### config.mk
export PLATFORM = sky130hd
export DESIGN_NAME = mux_2to1_arbiter
export DESIGN_NICKNAME = d
export VERILOG_FILES = /design/src/rtl/mux_2to1_arbiter.sv
export SDC_FILE = /design/constraint.sdc
export NUM_CORES = 1
export LEC_CHECK = 0
export CAP_MARGIN = 10
export CORE_MARGIN = 3
export CORE_UTILIZATION = 38
export CTS_CLUSTER_SIZE = 20
export DETAILED_ROUTE_END_ITERATION = 10
export MAX_ROUTING_LAYER = met4
export PLACE_DENSITY = 0.78
export SYNTH_ARGS = -nofsm -noshare
export SYNTH_HDL_FRONTEND = slang
export SYNTH_HIERARCHICAL = 1
export SYNTH_SLANG_ARGS = --single-unit
### constraint.sdc
create_clock -name clk_i -period 1.8 [get_ports clk_i]
set_input_delay 0.36 -clock clk_i [delete_from_list [all_inputs] [get_ports clk_i]]
set_output_delay 0.36 -clock clk_i [all_outputs]
set_load 0.01 [all_outputs]
### src/rtl/mux_2to1_arbiter.sv
// rtl/mux_2to1_arbiter.sv - two-source round-robin arbiter feeding a one-entry output register
//
// Mux_2to1
//   a, b  : data inputs (a selected when sel=0, b when sel=1)
//   sel   : select
//   y     : selected data
//
// mux_2to1_arbiter
//   clk_i           : clock, all state updates on the rising edge
//   rst_i           : synchronous active-low reset
//   req0_valid_i    : source 0 has data
//   req0_data_i     : source 0 data (mux input a)
//   req0_ready_o    : source 0 transfer accepted this cycle
//   req1_valid_i    : source 1 has data
//   req1_data_i     : source 1 data (mux input b)
//   req1_ready_o    : source 1 transfer accepted this cycle
//   out_valid_o     : output register holds data
//   out_data_o      : registered data
//   out_src_o       : source index of the registered data
//   out_ready_i     : sink accepts the output this cycle

module Mux_2to1 #(
    parameter int size = 15
) (
    input  logic [size-1:0] a,
    input  logic [size-1:0] b,
    input  logic            sel,
    output logic [size-1:0] y
);

    always_comb begin
        y = sel ? b : a;
    end

endmodule

module mux_2to1_arbiter #(
    parameter int size = 15
) (
    input  logic            clk_i,
    input  logic            rst_i,
    input  logic            req0_valid_i,
    input  logic [size-1:0] req0_data_i,
    output logic            req0_ready_o,
    input  logic            req1_valid_i,
    input  logic [size-1:0] req1_data_i,
    output logic            req1_ready_o,
    output logic            out_valid_o,
    output logic [size-1:0] out_data_o,
    output logic            out_src_o,
    input  logic            out_ready_i
);

    typedef enum logic {
        EMPTY = 1'b0,
        FULL  = 1'b1
    } state_e;

    state_e            state_q, state_d;
    logic [size-1:0]   data_q,  data_d;
    logic              src_q,   src_d;
    logic              last_q,  last_d;

    logic              grant;
    logic              drain;
    logic              can_load;
    logic              load;
    logic [size-1:0]   mux_y;

    // Grant: a lone requester always wins; under contention the source that
    // was not served last wins. With no request the select idles at 0.
    always_comb begin
        grant = 1'b0;
        if (req0_valid_i && req1_valid_i) begin
            grant = ~last_q;
        end else if (req1_valid_i) begin
            grant = 1'b1;
        end
    end

    Mux_2to1 #(.size(size)) u_mux (
        .a   (req0_data_i),
        .b   (req1_data_i),
        .sel (grant),
        .y   (mux_y)
    );

    // A drain frees the slot in the same cycle, so a new entry can replace the
    // outgoing one and sustain one transfer per cycle.
    always_comb begin
        drain    = (state_q == FULL) && out_ready_i;
        can_load = (state_q == EMPTY) || drain;
        req0_ready_o = can_load && req0_valid_i && !grant;
        req1_ready_o = can_load && req1_valid_i &&  grant;
        load     = req0_ready_o || req1_ready_o;
    end

    // State register
    always_ff @(posedge clk_i) begin
        if (!rst_i) begin
            state_q <= EMPTY;
            data_q  <= '0;
            src_q   <= 1'b0;
            last_q  <= 1'b1;
        end else begin
            state_q <= state_d;
            data_q  <= data_d;
            src_q   <= src_d;
            last_q  <= last_d;
        end
    end

    // Next-state logic
    always_comb begin
        state_d = state_q;
        unique case (state_q)
            EMPTY: begin
                if (load) begin
                    state_d = FULL;
                end
            end
            FULL: begin
                if (load) begin
                    state_d = FULL;
                end else if (drain) begin
                    state_d = EMPTY;
                end
            end
            default: state_d = EMPTY;
        endcase
    end

    // Datapath next values: contents and priority pointer only move on a
    // load, so a drain leaves stale data in place and idle cycles keep priority.
    always_comb begin
        data_d = data_q;
        src_d  = src_q;
        last_d = last_q;
        if (load) begin
            data_d = mux_y;
            src_d  = grant;
            last_d = grant;
        end
    end

    // Output logic
    always_comb begin
        out_valid_o = (state_q == FULL);
        out_data_o  = data_q;
        out_src_o   = src_q;
    end

endmodule

**Word level (Yosys, flattened, before mapping)**

Cells that the tools add are included.

- Word-level logic and storage cells: 22
- Input port bits: 35
- Output and inout bits: 19
- Flip-flop bits (word level): 18

- Muxes and demuxes: 7
- Bitwise operators: 2
- Reduce and logical (&&, ||, !) cells: 9

Operators by type and width:

| operator | number |
|---|---|
| 15-bit two-way mux | 1 |
| 1-bit logical AND | 6 |
| 1-bit two-way mux | 5 |
| 1-bit logical OR | 2 |
| 1-bit inverter | 2 |
| 1-bit case mux with 2 select lines | 1 |
| 1-bit zero test | 1 |

**Depth between registers and ports, before layout**

- Depth in word-level cells: 7
- Depth in mapped cells: 6
- Gate-level depth less buffers: 4

**By module**

The synthesis kept the hierarchy.

Modules (own cells, without submodules):

| module | cells each | times used | area an instance (um^2) |
|---|---|---|---|
| mux_2to1_arbiter | 82 | 1 | 763.2 |
| Mux_2to1 | 17 | 1 | 237.7 |

**Least setup slack after synthesis**

No wires, ideal clock.

- Kind: input port to flip-flop
- Start point: input req1_valid_i
- End point: register data_q[3] (netlist: out_data_o[3])
- Setup slack: 477 ps
- Data arrival time: 1205 ps
- Library setup time: 118 ps
- Path buffers: 2
- Stages: 6
- Required time: 1682 ps
- Path through: a21boi_2 buf_6 buf_12 mux2_4 nand2_1 mux2i_1

RTL lines:

| item | RTL line | RTL |
|---|---|---|
| start, declared | 45 | `input logic req1_valid_i,` |
| 1-bit two-way mux or 1-bit logical AND (tied branches) | 76, 74 |  |
| 1-bit two-way mux * | 74 | `if (req0_valid_i && req1_valid_i) begin` |
| 15-bit two-way mux * | 32 | `y = sel ? b : a;` |
| via mux_y[3] | 68 | `logic [size-1:0] mux_y;` |
| end signal, assigned | 107 | `data_q <= data_d;` |
| end, declared | 60 | `logic [size-1:0] data_q, data_d;` |

The timed path passes the listed nets; every way through them passes the cells marked *.
A chain may end at the register's enable or synchronous reset.

**Worst setup path in the final report**

- Start point: input req1_valid_i
- End point: output req0_ready_o

- Word-level cells in the longest chain between the ends: 4

Ends and longest elaborated chain:

| item | RTL line | RTL |
|---|---|---|
| 1-bit two-way mux or 1-bit logical AND (tied branches) | 76, 74 |  |
| 1-bit two-way mux * | 74 |  |
| via grant | 64 | `logic grant;` |
| 1-bit zero test * | 93 | `req0_ready_o = can_load && req0_valid_i && !grant;` |
| 1-bit logical AND * | 93 |  |
| end, declared | 44 | `output logic req0_ready_o,` |

Marked as above.

==> results.yml <==
status:
  status: "complete, no violations"
worst_setup_path:
  path_class: "in -> out"
  worstPathMaxFanout: 4
  crit_arrival_ns: 1.38
  startpoint_type: "input port"
  cpMaxStageDelayCell: "clkdlybuf4s50_1"
  path_delay_family: "buffers and inverters"
  crit_path_end_kind: "output port"
  worst-path-buf-inv: 2
  reg2reg_slack_ns: 0.42
  critPathMaxStageDelay_ns: 0.48
  required_ns: 1.44
  path_cells: "clkdlybuf4s50_1 -> a21boi_4 -> nor2_1 -> dlygate4sd2_1"
grt:
  grt_max_degree: 34
  grt_pass1_vias: 888
  antenna_found_initial: 0
  grtUsageTotal_pct: 15.2
  overflow: 0
  grt_pass1_wl_um: 3860
synthesis:
  synth-seq-cells: 18
  yosysTopAreaCell: "dfxtp_1"
  synth_warnings: 6
  syn_inst: 99
  synth_top_family_by_area: "multiplexers"
  synth_area_per_cell_um2: 10.1
  synth_mux_area_share_pct: 35.6
  synth_area_um2: 1000
  syn_nets: 134
  synth_compound_area_share_pct: 5.13
  yosys.area_share.xor_xnor_pct: 0
  yosysSeqAreaShare_pct: 36.0
  synth.most_common_cell: "nand2_1"
  synth_area_leaders: "dfxtp_1, mux2_4, mux2i_1"
  async_reset_ff_share_pct: 0
  synth_top_area_share_pct: 36.0
  synth-simple-area-share_pct: 15.2
  ys.flop_type: "dfxtp_1"
  synth_fa_ha_area_share_pct: 0
  synthDistinctLibCells: 18
  synth-edff-count: 0
  synth_common_cells: "nand2_1, dfxtp_1, mux2i_1"
die:
  io_pins: 54
  dieWidth_um: 57.3
  die_h_um: 57.3
  fp-row-count: 17
  start_util_pct: 42.4
  coreArea_um2: 2360
  die_area_um2: 3290
clock_tree:
  cts_hold_buf: 0
  numCtsBuffers: 3
  clkTransAtPathRegs_ns: 0.10
  clk_latency_ns: 0.29
  cts_buffer_depth: 2
  cts-root-buf: "clkbuf_4"
  cts.sinks: 18
  cts_tree: "yes"
  htree_levels: 1
layout:
  nets: 192
  num_antenna_cells: 0
  num-fill-cells: 197
  fin_util_pct: 67.6
  area_growth_pct: 59.5
  fin_cells: 184
  layout-drive-gt1-share_pct: 20.5
routing:
  vias: 904
  routed_wirelength_um: 2390
  wl_per_cell_um: 13.0
  detail-route-antenna-nets: 0
  avgViaCountPerCell: 4.91
  drc: 0
  drt_iter0_drc: 11
  first_pass_iters: 4
power_and_ir_drop:
  ir_worst_vdd_mv: 0.478
  power.density_nw_per_um2: 648
  power_w: 0.00103
  leakagePower_nw: 0.710
sta:
  finalSetupViolations: 0
  period_needed_ns: 1.74
  fin_crit_sh_pct: 96.9
  finalWorstSetupSlack_ns: 0.0555
  tightest_slew_ns: 0.305
  setup_tns_ns: 0
  max_slew_margin_pct: 79.6
  fin_skew_ns: 0.00334
  fmax_ghz: 0.573
  rsz0062_at_grt: "false"
  hold_viol_final: 0
  maxSlewViolCount: 0
placed_design:
  place_inst: 179
  place_ws_ns: -0.321
  port_buffers: 53
  post-dp-hpwl_um: 1860
  gp_congestion: 0.676
run:
  drv_cap: 0
worst_hold_path:
  min_path_type: "reg -> reg"
flip-flops by register name, summed over array words and instances, names as in the netlist:
| register | flops |
|---|---|
| last_q | 1 |
| out_data_o | 15 |
| out_src_o | 1 |
| out_valid_o | 1 |
placed cells by master (no fill, tap or decap), types with 2 or more instances in the layout:
| cell type | instances |
|---|---|
| clkdlybuf4s50_1 | 50 |
| nand2_1 | 31 |
| dfxtp_1 | 18 |
| mux2i_1 | 15 |
| mux2_4 | 10 |
| buf_4 | 7 |
| mux2_2 | 5 |
| clkbuf_4 | 3 |
| nor2_1 | 2 |
| o21a_1 | 2 |
| a21boi_0 | 2 |
| dlygate4sd2_1 | 2 |
stage by stage:
stage | hold slack [ns] | area [um^2]
final | 0.463 | 1600
after global routing | 0.491 | 1600
after CTS | 0.467 | 1590
after detailed placement | 0.451 | 1550
after global placement | 0.442 | 1550
after floorplan | 0.479 | 1000
layout make-up:
| type | instances | area (um^2) | share of cell area, % |
|---|---|---|---|
| multi-input combinational | 73 | 569 | 35.7 |
| timing repair buffer | 61 | 596 | 37.3 |
| tap | 28 | 35.0 | 2.19 |
| sequential | 18 | 360 | 22.6 |
| clock buffer | 4 | 36.3 | 2.27 |
report_power, final:
group	total [W]	switching [W]	internal, W
clock	0.000248	0.000125	0.000123
combinational	0.000331	0.000115	0.000217
sequential	0.000454	0.0000204	0.000434
worst register-to-register path: cells and delay by family (launching register included):
family / cells / cell delay (ns)
compound gates: 1 / 0.17
buf+inv: 2 / 0.29
flops: 1 / 0.36
mux: 2 / 0.40
simple gates: 1 / 0.06
metal layers:
metal	global-route usage (%)	wire length, um
met1	16.1	931
met2	26.6	1210
met3	4.75	199
met4	4.97	42
met5	-	0
cell families after synthesis:
family / count (synthesis)
buffers and inverters: 8
AND/OR/NAND/NOR: 36
multiplexers: 30
flip-flops: 18
AO/OA/AOI/OAI: 7
path summary, 6_finish.rpt:
kind / startpoint / endpoint / cells after the start
hold / removal: out_data_o[2] / out_data_o[2] / 2
setup reg to reg: last_q / out_data_o[1] / 6
hold reg to reg: out_data_o[2] / out_data_o[2] / 2
setup / recovery: req1_valid_i / req0_ready_o / 4
what timing repair did:
item | in CTS | in global routing
endpoints found under the setup margin | 2 | 1
buffers inserted | 0 | 1
endpoints found under the hold margin | 0 | 0
gates resized for setup | 6 | 2
No activity file was read; power rests on OpenSTA's default activity.
